### src/rtl/ecc_apb_ctrl_if.sv
// ---------------------------------------------------------------------------
// ecc_apb_ctrl_if
// APB bus bundle between a bus master and the ECC control block.
//   PADDR    master->slave  register address (word index in bits [4:2])
//   PWDATA   master->slave  write data
//   PENABLE  master->slave  access phase
//   PSEL     master->slave  slave select
//   PWRITE   master->slave  1 = write, 0 = read
//   PRDATA   slave->master  read data, valid during the access phase
// ---------------------------------------------------------------------------
interface ecc_apb_ctrl_if #(
    parameter int AMBA_ADDR_WIDTH = 20,
    parameter int AMBA_WORD       = 32
);
    logic [AMBA_ADDR_WIDTH-1:0] PADDR;
    logic [AMBA_WORD-1:0]       PWDATA;
    logic                       PENABLE;
    logic                       PSEL;
    logic                       PWRITE;
    logic [AMBA_WORD-1:0]       PRDATA;

    modport master (
        output PADDR, PWDATA, PENABLE, PSEL, PWRITE,
        input  PRDATA
    );

    modport slave (
        input  PADDR, PWDATA, PENABLE, PSEL, PWRITE,
        output PRDATA
    );
endinterface

### src/rtl/ecc_apb_ctrl.sv
// ---------------------------------------------------------------------------
// ecc_apb_ctrl
// APB slave that holds the ECC operation registers, launches one core
// operation per CTRL write, waits for the core (with a timeout) and exposes
// the result and sticky status flags.
//
// Ports
//   clk             rising-edge clock
//   rst             asynchronous reset, active low
//   apb             APB slave bundle (PADDR/PWDATA/PENABLE/PSEL/PWRITE/PRDATA)
//   core_start      one-cycle start pulse to the core
//   core_mode       0=encode, 1=decode, 2=full
//   core_width      0=8b, 1=16b, 2=32b
//   core_data       DATA_IN masked to the selected width
//   core_noise      NOISE masked to the selected width
//   core_done       core completion pulse (only honoured while waiting)
//   core_result     core result, valid with core_done
//   core_errors     core error count, valid with core_done
//   data_out        last result (0 after a timeout)
//   operation_done  one-cycle pulse per completed or timed-out operation
//   num_of_errors   last error count (0 after a timeout)
//
// Register map (index = PADDR[4:2])
//   0 CTRL (W)  1 DATA_IN (W/R)  2 CODEWORD_WIDTH (W/R)  3 NOISE (W/R)
//   4 STATUS (RO) = {timeout, busy_err, done, num_of_errors[1:0]}
//   5 RESULT (RO)  6,7 unmapped (read 0)
// ---------------------------------------------------------------------------
module ecc_apb_ctrl #(
    parameter int AMBA_ADDR_WIDTH = 20,
    parameter int AMBA_WORD       = 32,
    parameter int DATA_WIDTH      = 32,
    parameter int TIMEOUT_CYCLES  = 64
) (
    input  logic                  clk,
    input  logic                  rst,
    ecc_apb_ctrl_if.slave         apb,
    output logic                  core_start,
    output logic [1:0]            core_mode,
    output logic [1:0]            core_width,
    output logic [DATA_WIDTH-1:0] core_data,
    output logic [DATA_WIDTH-1:0] core_noise,
    input  logic                  core_done,
    input  logic [DATA_WIDTH-1:0] core_result,
    input  logic [1:0]            core_errors,
    output logic [DATA_WIDTH-1:0] data_out,
    output logic                  operation_done,
    output logic [1:0]            num_of_errors
);

    localparam logic [2:0] REG_CTRL    = 3'd0;
    localparam logic [2:0] REG_DATA_IN = 3'd1;
    localparam logic [2:0] REG_WIDTH   = 3'd2;
    localparam logic [2:0] REG_NOISE   = 3'd3;
    localparam logic [2:0] REG_STATUS  = 3'd4;
    localparam logic [2:0] REG_RESULT  = 3'd5;

    localparam int CNT_W = $clog2(TIMEOUT_CYCLES + 1);

    typedef enum logic [1:0] {
        ST_IDLE,
        ST_START,
        ST_WAIT,
        ST_DONE
    } state_t;

    state_t               state_reg, state_next;
    logic [CNT_W-1:0]     cnt_reg, cnt_next;

    logic [AMBA_WORD-1:0] data_in_reg;
    logic [AMBA_WORD-1:0] noise_reg;
    logic [1:0]           width_reg;
    logic                 done_flag_reg;
    logic                 busy_err_reg;
    logic                 timeout_reg;

    logic [AMBA_WORD-1:0] rd_mux;
    logic [DATA_WIDTH-1:0] width_mask;

    // ------------------------------------------------------------------
    // Bus decode
    // ------------------------------------------------------------------
    logic [2:0] reg_idx;
    logic       wr_access, rd_setup, rd_access;
    logic       ctrl_wr, launch, busy_hit, status_rd;
    logic       finish_ok, finish_to;
    logic       unused_paddr;

    assign reg_idx   = apb.PADDR[4:2];
    assign wr_access = apb.PSEL &  apb.PENABLE &  apb.PWRITE;
    assign rd_setup  = apb.PSEL & ~apb.PENABLE & ~apb.PWRITE;
    assign rd_access = apb.PSEL &  apb.PENABLE & ~apb.PWRITE;

    assign ctrl_wr   = wr_access && (reg_idx == REG_CTRL);
    assign launch    = ctrl_wr && (state_reg == ST_IDLE) && (apb.PWDATA[1:0] != 2'b11);
    assign busy_hit  = ctrl_wr && (state_reg != ST_IDLE);
    assign status_rd = rd_access && (reg_idx == REG_STATUS);

    // core_done wins over a timeout landing in the same cycle
    assign finish_ok = (state_reg == ST_WAIT) && core_done;
    assign finish_to = (state_reg == ST_WAIT) && !core_done &&
                       (cnt_reg == CNT_W'(TIMEOUT_CYCLES));

    assign unused_paddr = ^{apb.PADDR[AMBA_ADDR_WIDTH-1:5], apb.PADDR[1:0]};

    // Width codes whose bit count exceeds the core's data path are rejected.
    function automatic logic width_ok(input logic [1:0] code);
        case (code)
            2'd0:    return (DATA_WIDTH >= 8);
            2'd1:    return (DATA_WIDTH >= 16);
            2'd2:    return (DATA_WIDTH >= 32);
            default: return 1'b0;
        endcase
    endfunction

    // Per-bit keep mask for the currently programmed width.
    for (genvar gi = 0; gi < DATA_WIDTH; gi++) begin : g_mask
        assign width_mask[gi] = (gi < 8) ||
                                ((gi < 16) && (width_reg != 2'd0)) ||
                                (width_reg == 2'd2);
    end

    assign core_start     = (state_reg == ST_START);
    assign operation_done = (state_reg == ST_DONE);

    // ------------------------------------------------------------------
    // Sequencer next-state logic
    // ------------------------------------------------------------------
    always_comb begin
        state_next = state_reg;
        cnt_next   = cnt_reg;
        case (state_reg)
            ST_IDLE: begin
                if (launch) begin
                    state_next = ST_START;
                end
            end
            ST_START: begin
                // Counter holds the 1-based index of the current WAIT cycle,
                // so the abort decision is made in WAIT cycle TIMEOUT_CYCLES.
                state_next = ST_WAIT;
                cnt_next   = CNT_W'(1);
            end
            ST_WAIT: begin
                if (finish_ok || finish_to) begin
                    state_next = ST_DONE;
                end else begin
                    cnt_next = cnt_reg + CNT_W'(1);
                end
            end
            ST_DONE: begin
                state_next = ST_IDLE;
            end
            default: begin
                state_next = ST_IDLE;
            end
        endcase
    end

    // ------------------------------------------------------------------
    // Read mux (sampled into PRDATA during the setup phase)
    // ------------------------------------------------------------------
    always_comb begin
        rd_mux = '0;
        case (reg_idx)
            REG_DATA_IN: rd_mux = data_in_reg;
            REG_WIDTH:   rd_mux = AMBA_WORD'(width_reg);
            REG_NOISE:   rd_mux = noise_reg;
            REG_STATUS:  rd_mux = AMBA_WORD'({timeout_reg, busy_err_reg,
                                              done_flag_reg, num_of_errors});
            REG_RESULT:  rd_mux = AMBA_WORD'(data_out);
            default:     rd_mux = '0;
        endcase
    end

    // ------------------------------------------------------------------
    // State and register bank
    // ------------------------------------------------------------------
    always_ff @(posedge clk or negedge rst) begin
        if (!rst) begin
            state_reg     <= ST_IDLE;
            cnt_reg       <= '0;
            data_in_reg   <= '0;
            noise_reg     <= '0;
            width_reg     <= 2'd0;
            done_flag_reg <= 1'b0;
            busy_err_reg  <= 1'b0;
            timeout_reg   <= 1'b0;
            apb.PRDATA    <= '0;
            core_mode     <= 2'd0;
            core_width    <= 2'd0;
            core_data     <= '0;
            core_noise    <= '0;
            data_out      <= '0;
            num_of_errors <= 2'd0;
        end else begin
            state_reg <= state_next;
            cnt_reg   <= cnt_next;

            if (rd_setup) begin
                apb.PRDATA <= rd_mux;
            end

            if (wr_access) begin
                case (reg_idx)
                    REG_DATA_IN: data_in_reg <= apb.PWDATA;
                    REG_NOISE:   noise_reg   <= apb.PWDATA;
                    REG_WIDTH: begin
                        if (width_ok(apb.PWDATA[1:0])) begin
                            width_reg <= apb.PWDATA[1:0];
                        end
                    end
                    default: ;
                endcase
            end

            // Operands are frozen at launch so later register writes only
            // affect the next operation.
            if (launch) begin
                core_mode  <= apb.PWDATA[1:0];
                core_width <= width_reg;
                core_data  <= data_in_reg[DATA_WIDTH-1:0] & width_mask;
                core_noise <= noise_reg[DATA_WIDTH-1:0] & width_mask;
            end

            if (finish_ok) begin
                data_out      <= core_result;
                num_of_errors <= core_errors;
            end else if (finish_to) begin
                data_out      <= '0;
                num_of_errors <= 2'd0;
            end

            // Sticky flags: a set in the same cycle as a STATUS read wins.
            if (finish_ok || finish_to) begin
                done_flag_reg <= 1'b1;
            end else if (status_rd) begin
                done_flag_reg <= 1'b0;
            end

            if (finish_to) begin
                timeout_reg <= 1'b1;
            end else if (status_rd) begin
                timeout_reg <= 1'b0;
            end

            if (busy_hit) begin
                busy_err_reg <= 1'b1;
            end else if (status_rd) begin
                busy_err_reg <= 1'b0;
            end
        end
    end

endmodule

### src/flat_wrapper.sv
// flat-port wrapper written by rule: the top's interface ports become plain ports
module ecc_apb_ctrl_flat 
#(
    parameter int AMBA_ADDR_WIDTH = 20,
    parameter int AMBA_WORD       = 32,
    parameter int DATA_WIDTH      = 32,
    parameter int TIMEOUT_CYCLES  = 64
)
  (clk, rst, core_start, core_mode, core_width, core_data, core_noise, core_done, core_result, core_errors, data_out, operation_done, num_of_errors, apb_PADDR, apb_PWDATA, apb_PENABLE, apb_PSEL, apb_PWRITE, apb_PRDATA);
  ecc_apb_ctrl_if #(.AMBA_ADDR_WIDTH(AMBA_ADDR_WIDTH), .AMBA_WORD(AMBA_WORD)) apb_i ();
  input  logic clk;
  input  logic rst;
  output logic core_start;
  output logic [1:0] core_mode;
  output logic [1:0] core_width;
  output logic [DATA_WIDTH-1:0] core_data;
  output logic [DATA_WIDTH-1:0] core_noise;
  input  logic core_done;
  input  logic [DATA_WIDTH-1:0] core_result;
  input  logic [1:0] core_errors;
  output logic [DATA_WIDTH-1:0] data_out;
  output logic operation_done;
  output logic [1:0] num_of_errors;
  input wire logic [$bits(apb_i.PADDR)-1:0] apb_PADDR;
  input wire logic [$bits(apb_i.PWDATA)-1:0] apb_PWDATA;
  input wire logic [$bits(apb_i.PENABLE)-1:0] apb_PENABLE;
  input wire logic [$bits(apb_i.PSEL)-1:0] apb_PSEL;
  input wire logic [$bits(apb_i.PWRITE)-1:0] apb_PWRITE;
  output wire logic [$bits(apb_i.PRDATA)-1:0] apb_PRDATA;
  assign apb_i.PADDR = apb_PADDR;
  assign apb_i.PWDATA = apb_PWDATA;
  assign apb_i.PENABLE = apb_PENABLE;
  assign apb_i.PSEL = apb_PSEL;
  assign apb_i.PWRITE = apb_PWRITE;
  assign apb_PRDATA = apb_i.PRDATA;
  ecc_apb_ctrl #(.AMBA_ADDR_WIDTH(AMBA_ADDR_WIDTH), .AMBA_WORD(AMBA_WORD), .DATA_WIDTH(DATA_WIDTH), .TIMEOUT_CYCLES(TIMEOUT_CYCLES)) u_core (.clk(clk), .rst(rst), .apb(apb_i), .core_start(core_start), .core_mode(core_mode), .core_width(core_width), .core_data(core_data), .core_noise(core_noise), .core_done(core_done), .core_result(core_result), .core_errors(core_errors), .data_out(data_out), .operation_done(operation_done), .num_of_errors(num_of_errors));
endmodule
### config.mk
export PLATFORM = sky130hd
export DESIGN_NAME = ecc_apb_ctrl_flat
export DESIGN_NICKNAME = d
export VERILOG_FILES = /design/src/rtl/ecc_apb_ctrl_if.sv /design/src/rtl/ecc_apb_ctrl.sv /design/src/flat_wrapper.sv
export SDC_FILE = /design/constraint.sdc
export NUM_CORES = 1
export LEC_CHECK = 0
export ABC_AREA = 1
export BUFFER_PORTS_ARGS = -buffer_cell sky130_fd_sc_hd__buf_2
export CAP_MARGIN = 15
export CORE_ASPECT_RATIO = 0.75
export CORE_MARGIN = 10
export CORE_UTILIZATION = 25
export DETAILED_ROUTE_END_ITERATION = 6
export HOLD_SLACK_MARGIN = 0.03
export PLACE_DENSITY = 0.5
export SYNTH_ARGS = -nofsm -noshare
export SYNTH_HDL_FRONTEND = slang
export SYNTH_SLANG_ARGS = --single-unit
### constraint.sdc
create_clock -name clk -period 1.9 [get_ports clk]
set_clock_uncertainty 0.05 [all_clocks]
set_input_delay 0.38 -clock clk [delete_from_list [all_inputs] [get_ports clk]]
set_output_delay 0.38 -clock clk [all_outputs]
set_load 0.05 [all_outputs]
==> out/qor.yml, run 1 <==
logic_synthesis:
  syn_area_sq_um: 9080
  ys_ff_latch: 212
  syn-num-nets: 1183
  warning_count_from_the_yosys_run: 0
  synthDominantAreaCellType: "dfrtp_1"
  ys_top_cells_by_area: "dfrtp_1 (58%), nand2_1 (21%), nand3_1 (3.6%)"
  syn-instance-count: 1085
  netlist.area_leader.share: 0.584
  ys_seq_area_frac: 0.584
  number_of_distinct_library_cells_after_synthesis: 26
  synth.avg_cell_area_sq_um: 8.37
sta:
  fin_tns_setup_ns: 0
  finalWorstPathRequiredPeriod_ns: 1.84
  relSlewSlack: 0.597
  timing_worst_slew_pin_value_ns: 0.602
  setup_ws_final_ns: 0.0637
  timing.hold.ws_ns: 0.0591
  layout_worst_path_cycle_share: 0.966
  final_max_slew_viol_count: 0
  report.final.setup_viol: 0
  grt_setup_unrepaired: "no"
  hold_viol_final: 0
  max_clock_freq_mhz: 545
grt:
  maximum_number_of_pins_on_one_net_before_global_route_repair: 46
  grt_pass1_wl_um: 49600
  globalRouteTotalUtil: 0.144
  grt_antenna_before_repair: 1
  overflow: 0
  first_global_vias: 8106
clock_network:
  tritoncts: "done"
  clk_tree_root_cell: "clkbuf_16"
  clock_tree.buffer_depth: 3
  h-tree-depth: 1
  clkTransAtPathRegs_ns: 0.06
  cts.sink_count: 212
  total_clock_buffers_created_by_cts: 24
  clkLatencyLatePin_ns: 0.54
outcome:
  run_status: "finished clean"
routing:
  antenna_left: 0
  drt_via_density: 4.40
  vias: 8065
  routed_wl_um: 32000
  drt_iter0_markers: 658
  wl_per_cell_um: 17.5
  drt_pass1_iterations: 5
  final_routed_drc_violation_total: 0
final_layout:
  final_cell_mix: "nand2_1 (515), dfrtp_1 (212), buf_2 (207)"
  area_used_by_multi_input_combinational_logic_sq_um: 3330
  final_cell_count_no_fill: 1833
  drive_gt1_frac: 0.235
  storage_cell_area_sq_um: 5310
  design_area_sq_um: 12300
  layout.cells.most_common: "nand2_1"
  fill_cells: 3820
  layout-area-overhead-vs-synth_pct: 34.9
  layout.nets: 1448
  n_antenna_cell: 0
  final_util: 0.341
critical_path:
  worst_path_cell_trace: "buf_6, inv_4, ha_4, buf_8"
  crit-reg2reg-launch: "u_core.state_reg[0]"
  worst_path_largest_cell_delay_ns: 0.39
  capturing_element_type_of_the_critical_path: "output pin"
  critical_path_peak_fanout: 3
  critical_path_arrival_ns: 1.41
  crit-reg2reg-capture: "u_core.cnt_reg[3]"
  worst_setup_path_endpoint: "core_start"
  worst-setup-path-type: "reg -> out"
  slowest_library_cell_on_the_worst_path: "dfrtp_1"
  ff2ff_path_depth: 7
  worst_ep_required_time_ns: 1.47
  critPathLaunchType: "flop"
  r2r_setup_slack_ns: 0.16
  crit_start: "u_core.state_reg[1]"
floorplanning:
  core.rowCount: 60
  effective_utilization_at_floorplan: 0.253
  die_span_in_y_um: 185
  core_area_sq_um: 35900
  top_level_ports: 228
  die_area_sq_um: 44400
  die_width_um: 240
placement:
  port_buffers: 210
  gp_routability_congestion: 0.804
  place_ws_ns: -0.250
  placedInstanceArea_sq_um: 10900
  dp_hpwl_um: 21800
  placed_instances: 1746
pwr:
  power_density_nw_per_um2: 1260
  power_mw: 15.4
  vdd_ir_drop_max_v: 0.000802
  cellLeakagePower_nw: 6.51
min_path:
  min-delay-path-class: "in -> reg"
job:
  maxCapViolations: 0
-- routing by layer --
layer,global-route usage,wire (um),vias to the layer above
li1,-,-,3961
met1,0.200,15200,3836
met2,0.224,14200,237
met3,0.0371,2280,29
met4,0.0242,365,2
met5,0,17,-
-- power by group --
group	internal [mW]	leakage [nW]	switching, mW
logic	1.29	3.31	3.42
clock network	2.73	0.382	2.00
registers	5.32	2.82	0.660
total	9.35	6.51	6.08
-- worst max-delay path: cells and delay by family (launching register included) --
| kind | cells | cell delay [ns] |
|---|---|---|
| fa+ha+maj | 1 | 0.16 |
| buf+inv | 3 | 0.35 |
| flops | 1 | 0.39 |
-- area by class of cell --
cell class              count  share of cell area
clock buffers              31              0.0536
clock inverters            13              0.0114
inverters                  59              0.0185
multi-input cells         759               0.272
flip-flops and latches    212               0.433
well taps                 465              0.0475
repair buffers            294               0.164
-- kinds of logic (layout without fill, tap and decap cells) --
family | Yosys count | in the layout | synth area share
AOI/OAI and AO/OA | 131 | 131 | 0.0725
xor gates and xnor gates | 3 | 3 | 0.00289
adders and majority gates | 6 | 6 | 0.00827
buffers and inverters | 116 | 397 | 0.0580
DFF | 212 | 212 | 0.584
and+or+nand+nor | 617 | 619 | 0.274
-- synth_stat cells, drive strengths merged --
library cell	instances
buf	31
nand4	12
nor3	2
dfrtp	212
ha	6
nand2	521
nand3	67
nor2	15
xnor2	1
o21ai	130
xor2	2
inv	59
clkbuf	26
o31ai	1
-- how the worst min path moves through the flow --
| stage | cells after the start | to | start | slack, ns |
|---|---|---|---|---|
| after floorplan | 0 | u_core.apb.PRDATA[0] | rst | 0.03 |
| after global placement | 1 | u_core.apb.PRDATA[7] | rst | 0.28 |
| after detailed placement | 1 | u_core.apb.PRDATA[7] | rst | 0.27 |
| after CTS | 3 | u_core.noise_reg[17] | apb_PWDATA[17] | 0.03 |
| after global routing | 3 | u_core.noise_reg[7] | apb_PWDATA[7] | 0.04 |
| final | 3 | u_core.noise_reg[17] | apb_PWDATA[17] | 0.06 |
-- repair_timing --
item,4_1_cts,5_1_grt
pin swaps,3,5
resized for setup,13,5
setup buffers,0,5
setup endpoints to repair,41,30
gates cloned,2,0
hold endpoints to repair,71,0
hold buffers,36,0
Note: power is estimated with default switching activity, not from simulation.
==> run 2, diff against run 1 <==
--- a/config.mk
+++ b/config.mk
@@ -8,7 +8,6 @@
 export ABC_AREA = 1
 export BUFFER_PORTS_ARGS = -buffer_cell sky130_fd_sc_hd__buf_2
 export CAP_MARGIN = 15
-export CORE_ASPECT_RATIO = 0.75
 export CORE_MARGIN = 10
 export CORE_UTILIZATION = 25
 export DETAILED_ROUTE_END_ITERATION = 6
==> run 2 against run 1 <==
Net effect: sequential cell count is the same; highest routed layer is now met4; die area shrank 0.18%; clock power grew 5.1%; largest cell class unchanged; via count shrank 0.17%; sequential power is essentially flat; critical path type unchanged; maximum frequency shrank 0.41%.
==> out/qor.yml, run 2 (synthesized netlist as in run 1, its figures left out) <==
grt:
  grt_pass1_wl_um: 49100  # -0.93%
  overflow: 0  # unchanged
  maximum_number_of_pins_on_one_net_before_global_route_repair: 74  # +61%
  first_global_vias: 8389  # +3.5%
  grt_antenna_before_repair: 1  # unchanged
  globalRouteTotalUtil: 0.139  # -0.00499
critical_path:
  capturing_element_type_of_the_critical_path: "output pin"
  critPathLaunchType: "flop"
  crit-reg2reg-launch: "u_core.state_reg[0]"
  critical_path_peak_fanout: 3  # unchanged
  worst_ep_required_time_ns: 1.47  # about the same
  critical_path_arrival_ns: 1.41  # about the same
  ff2ff_path_depth: 7  # unchanged
  worst-setup-path-type: "reg -> out"
  crit-reg2reg-capture: "u_core.cnt_reg[1]"
  r2r_setup_slack_ns: 0.14  # -0.02 ns
final_layout:
  fill_cells: 3864  # +1.2%
  layout.cells.most_common: "nand2_1"
  design_area_sq_um: 12200  # -0.54%
  layout-area-overhead-vs-synth_pct: 34.2
  final_cell_mix: "nand2_1 (515), dfrtp_1 (212), buf_2 (207)"
  drive_gt1_frac: 0.230  # -0.00557
  n_antenna_cell: 0  # unchanged
  layout.nets: 1441  # -0.48%
floorplanning:
  die_span_in_y_um: 211  # +14%
  core_area_sq_um: 35700  # -0.40%
  die_width_um: 211  # -12%
  core.rowCount: 69  # +15%
  effective_utilization_at_floorplan: 0.254  # +0.00101
  die_area_sq_um: 44400  # -0.18%
  top_level_ports: 228  # unchanged
routing:
  routed_wl_um: 30900  # -3.5%
  drt_pass1_iterations: 4  # -1
  vias: 8051  # -0.17%
  wl_per_cell_um: 17.0  # -3.0%
  drt_iter0_markers: 375  # -43%
  drt_via_density: 4.42  # +0.37%
  final_routed_drc_violation_total: 0  # unchanged
  antenna_left: 0  # unchanged
clock_network:
  clk_tree_root_cell: "clkbuf_16"
  clkTransAtPathRegs_ns: 0.06  # about the same
  clock_tree.buffer_depth: 3  # unchanged
  total_clock_buffers_created_by_cts: 26  # +8.3%
  clkLatencyLatePin_ns: 0.53  # about the same
  tritoncts: "done"
  h-tree-depth: 1  # unchanged
  cts.sink_count: 212  # unchanged
sta:
  fin_tns_setup_ns: 0  # unchanged
  hold_viol_final: 0  # unchanged
  relSlewSlack: 0.435  # -0.162
  report.final.setup_viol: 0  # unchanged
  max_clock_freq_mhz: 542  # -0.41%
  final_max_slew_viol_count: 0  # unchanged
  timing.hold.ws_ns: 0.0590  # -0.0000653 ns
  timing_worst_slew_pin_value_ns: 0.846  # +0.243 ns
  layout_worst_path_cycle_share: 0.970  # +0.00398
  finalWorstPathRequiredPeriod_ns: 1.84  # +0.00757 ns
pwr:
  combinational_group_share_of_total_power: 0.297  # -0.009
  pwr-share-clk: 0.320  # +0.013
  intPower_mw: 9.63  # +3.0%
  portion_of_total_power_attributed_to_sequential_cells: 0.383  # -0.005
  vdd_ir_drop_max_v: 0.000626  # -22%
  cellLeakagePower_nw: 6.51  # about the same
  net-switching-power_mw: 5.92  # -2.6%
  power_mw: 15.5  # +0.80%
  switching_fraction_of_total_power: 0.381  # -0.0132
  power_density_nw_per_um2: 1280  # +1.3%
min_path:
  worst_hold_path.num_cells: 3  # unchanged
  min_to: "u_core.data_out[8]"
  min-delay-path-class: "in -> reg"
  min-delay-start: "core_result[8]"
placement:
  gp_routability_congestion: 0.769  # -4.4%
  dp_hpwl_um: 21100  # -3.4%
  placedInstanceArea_sq_um: 10900  # -0.50%
  port_buffers: 210  # unchanged
job:
  maxCapViolations: 0  # unchanged
outcome:
  run_status: "finished clean"
## run 2: cell types whose count changed in the layout (fill, tap and decap cells not counted), moves of 3 or more
cell,delta
clkbuf_1,+5
buf_4,-4
clkbuf_16,+3
clkinvlp_4,-3
## run 2: worst max-delay path, cell delays in order, from the launching register on
cell     delay (ns)
dfrtp_1        0.37
buf_4          0.15
ha_1           0.21
buf_6          0.16
## run 2: area by class of cell
cell class | count | area [sq um] | area share
sequential | 212 | 5310 | 0.435
multi-input combinational | 759 | 3310 | 0.272
timing repair buffer | 285 | 1900 | 0.156
clock buffer | 41 | 778 | 0.0639
tap | 461 | 577 | 0.0473
inverter | 59 | 224 | 0.0184
clock inverter | 6 | 82.6 | 0.00678
## run 2: worst max-delay path by stage
stage          cells past startpoint                start  slack (ns)                 endpoint
6_report                           3  u_core.state_reg[0]        0.06           operation_done
5_1_grt                           11  u_core.state_reg[1]      -0.004      u_core.state_reg[0]
4_1_cts                            3  u_core.state_reg[0]       0.004           operation_done
3_5_place_dp                       7  u_core.state_reg[0]       -0.28        u_core.cnt_reg[1]
3_3_place_gp                       7  u_core.state_reg[0]       -0.20        u_core.cnt_reg[5]
2_1_floorplan                     10  u_core.state_reg[0]        0.26  u_core.num_of_errors[0]
## run 2: routing by layer
layer,global-route usage,share of wire
met1,0.181,0.46
met2,0.230,0.47
met4,0.0290,0.017
met5,0,0
met3,0.0334,0.056
## run 2: power groups by stage
stage	Clock (mW)	Combinational (mW)	Sequential, mW
floorplan	0	1.40	7.54
global placement	0	4.42	6.02
detailed placement	0	4.46	6.03
CTS	5.12	4.67	5.96
global route	5.31	5.05	6.07
finish	4.97	4.61	5.96
## run 2: what timing repair did
item / CTS / global route
gates cloned: 2 / 0
hold buffers: 34 / 0
pin swaps: 2 / 2
resized for setup: 11 / 2
endpoints found under the hold margin: 82 / 0
buffers inserted: 0 / 3
setup endpoints to repair: 41 / 24
## run 2: through the flow
stage | util | cells | setup WS, ns
final | 0.341 | 1823 | 0.0561
after CTS | 0.340 | 1820 | 0.00427
after global placement | 0.305 | 1737 | -0.199
after global routing | 0.341 | 1823 | -0.00433
after floorplan | - | 1085 | 0.261
after detailed placement | 0.305 | 1737 | -0.281
==> run 3, diff against run 2 <==
--- a/config.mk
+++ b/config.mk
@@ -11,8 +11,9 @@
 export CORE_MARGIN = 10
 export CORE_UTILIZATION = 25
 export DETAILED_ROUTE_END_ITERATION = 6
+export GPL_TIMING_DRIVEN = 1
 export HOLD_SLACK_MARGIN = 0.03
-export PLACE_DENSITY = 0.5
+export PLACE_DENSITY = 0.4
 export SYNTH_ARGS = -nofsm -noshare
 export SYNTH_HDL_FRONTEND = slang
 export SYNTH_SLANG_ARGS = --single-unit
==> run 3 against run 2 <==
Net effect: critical path depth unchanged; clock power fell by 4.8%; sequential share of layout area increased by 0.18 points; clock-buffer cell count shrank 4; maximum frequency up 1.2%; routed wire length is 0.39% higher; global-route usage is 0.19 points higher; sequential power about the same; critical endpoint is now core_start.
==> out/qor.yml, run 3 (synthesized netlist as in run 1, its figures left out) <==
routing:
  wl_per_cell_um: 17.0  # +0.50%
  vias: 7822  # -2.8%
  drt_pass1_iterations: 5  # +1
  routed_wl_um: 31000  # +0.39%
  drt_via_density: 4.30  # -2.7%
  final_routed_drc_violation_total: 0  # unchanged
  antenna_left: 0  # unchanged
  drt_iter0_markers: 459  # +22%
clock_network:
  clock_tree.buffer_depth: 3  # unchanged
  clk_tree_root_cell: "clkbuf_16"
  clkLatencyLatePin_ns: 0.53  # about the same
  cts.sink_count: 212  # unchanged
  tritoncts: "done"
  total_clock_buffers_created_by_cts: 26  # unchanged
  h-tree-depth: 1  # unchanged
  clkTransAtPathRegs_ns: 0.06  # about the same
critical_path:
  critPathLaunchType: "flop"
  worst_ep_required_time_ns: 1.47  # about the same
  ff2ff_path_depth: 8  # +1
  critical_path_arrival_ns: 1.39  # -0.02 ns
  critical_path_peak_fanout: 4  # +1
  worst-setup-path-type: "reg -> out"
  capturing_element_type_of_the_critical_path: "output pin"
placement:
  port_buffers: 210  # unchanged
  placedInstanceArea_sq_um: 11000  # +0.74%
  dp_hpwl_um: 21400  # +1.7%
  gp_routability_congestion: 0.751  # -2.4%
floorplanning:
  die_area_sq_um: 44400  # unchanged
  core.rowCount: 69  # unchanged
  die_width_um: 211  # unchanged
  effective_utilization_at_floorplan: 0.254  # unchanged
  die_span_in_y_um: 211  # unchanged
  core_area_sq_um: 35700  # unchanged
  top_level_ports: 228  # unchanged
sta:
  report.final.setup_viol: 0  # unchanged
  relSlewSlack: 0.597  # +0.161
  final_max_slew_viol_count: 0  # unchanged
  timing.hold.ws_ns: 0.0563  # -0.00275 ns
  fin_tns_setup_ns: 0  # unchanged
  max_clock_freq_mhz: 549  # +1.2%
  layout_worst_path_cycle_share: 0.959  # -0.0111
  timing_worst_slew_pin_value_ns: 0.603  # -0.242 ns
  grt_setup_unrepaired: "yes"
  hold_viol_final: 0  # unchanged
  finalWorstPathRequiredPeriod_ns: 1.82  # -0.0211 ns
min_path:
  worst_hold_path.num_cells: 3  # unchanged
  min-delay-path-class: "in -> reg"
final_layout:
  layout.nets: 1441  # unchanged
  final_cell_mix: "nand2_1 (515), dfrtp_1 (212), buf_2 (207)"
  n_antenna_cell: 0  # unchanged
  design_area_sq_um: 12100  # -0.42%
  final_util: 0.339  # -0.00144
  fill_cells: 3851  # -0.34%
  layout-area-overhead-vs-synth_pct: 33.6
  layout.cells.most_common: "nand2_1"
  area_used_by_multi_input_combinational_logic_sq_um: 3290  # -0.79%
  drive_gt1_frac: 0.231  # +0.00107
  storage_cell_area_sq_um: 5310  # unchanged
grt:
  grt_pass1_wl_um: 49500  # +0.73%
  overflow: 0  # unchanged
  globalRouteTotalUtil: 0.141  # +0.00186
  grt_antenna_before_repair: 2  # +1
  maximum_number_of_pins_on_one_net_before_global_route_repair: 49  # -34%
  first_global_vias: 8259  # -1.5%
pwr:
  power_mw: 15.1  # -3.1%
  cellLeakagePower_nw: 6.49  # -0.41%
  power_density_nw_per_um2: 1240  # -2.7%
  vdd_ir_drop_max_v: 0.000807  # +29%
outcome:
  run_status: "finished clean"
job:
  maxCapViolations: 0  # unchanged
run 3: changes by cell type in the layout (fill, tap and decap cells not counted), sizes merged:
cell and delta:
bufinv -2, buf +2, nor2 -2, clkinvlp -1, inv +1, clkbuf -4, clkinv +4
run 3: worst paths after layout:
kind | from | to | slack, ns
min in group asynchronous | rst | u_core.apb.PRDATA[1] | 0.29
max in group asynchronous | rst | u_core.data_out[24] | 0.92
setup / recovery | u_core.state_reg[1] | core_start | 0.08
hold reg to reg | u_core.core_noise[7] | u_core.core_noise[7] | 0.41
hold / removal | core_result[31] | u_core.data_out[31] | 0.06
setup reg to reg | u_core.state_reg[0] | u_core.cnt_reg[6] | 0.16
run 3: report_power, final:
group / internal, mW / total (mW) / switching (mW) / leakage, nW
Clock: 2.73 / 4.73 / 1.99 / 0.404
Combinational: 1.15 / 4.37 / 3.23 / 3.26
Sequential: 5.32 / 5.97 / 0.649 / 2.82
Total: 9.20 / 15.1 / 5.87 / 6.49
run 3: worst max-delay path, cell delays in order, from the launching register on:
cell and delay [ns]:
dfrtp_1 0.41, inv_1 0.09, ha_2 0.21, buf_8 0.15
run 3: what timing repair did:
| action | 4_1_cts | 5_1_grt |
|---|---|---|
| endpoints found under the hold margin | 115 | 0 |
| resized for setup | 2 | 5 |
| endpoints found under the setup margin | 1 | 28 |
| setup buffers | 0 | 0 |
| hold buffers | 34 | 0 |
run 3: through the flow:
stage / setup slack [ns] / cells
final: 0.0772 / 1821
after global routing: -0.0304 / 1821
after floorplan: 0.261 / 1085
after CTS: 0.0179 / 1821
after detailed placement: 0.109 / 1742
after global placement: 0.131 / 1742
run 3: per-layer routing:
layer  global-route usage  routed length (um)  share of wire
met3               0.0312                1660          0.054
met2                0.225               13900           0.45
met1                0.193               15100           0.49
met5                    0                  17        0.00055
met4               0.0237                 443          0.014
run 3: cell type report:
cell class | count | area share
clock inverter | 8 | 0.00423
timing repair buffer | 287 | 0.160
tap | 461 | 0.0475
sequential | 212 | 0.437
inverter | 59 | 0.0185
clock buffer | 37 | 0.0620
multi-input combinational | 757 | 0.271
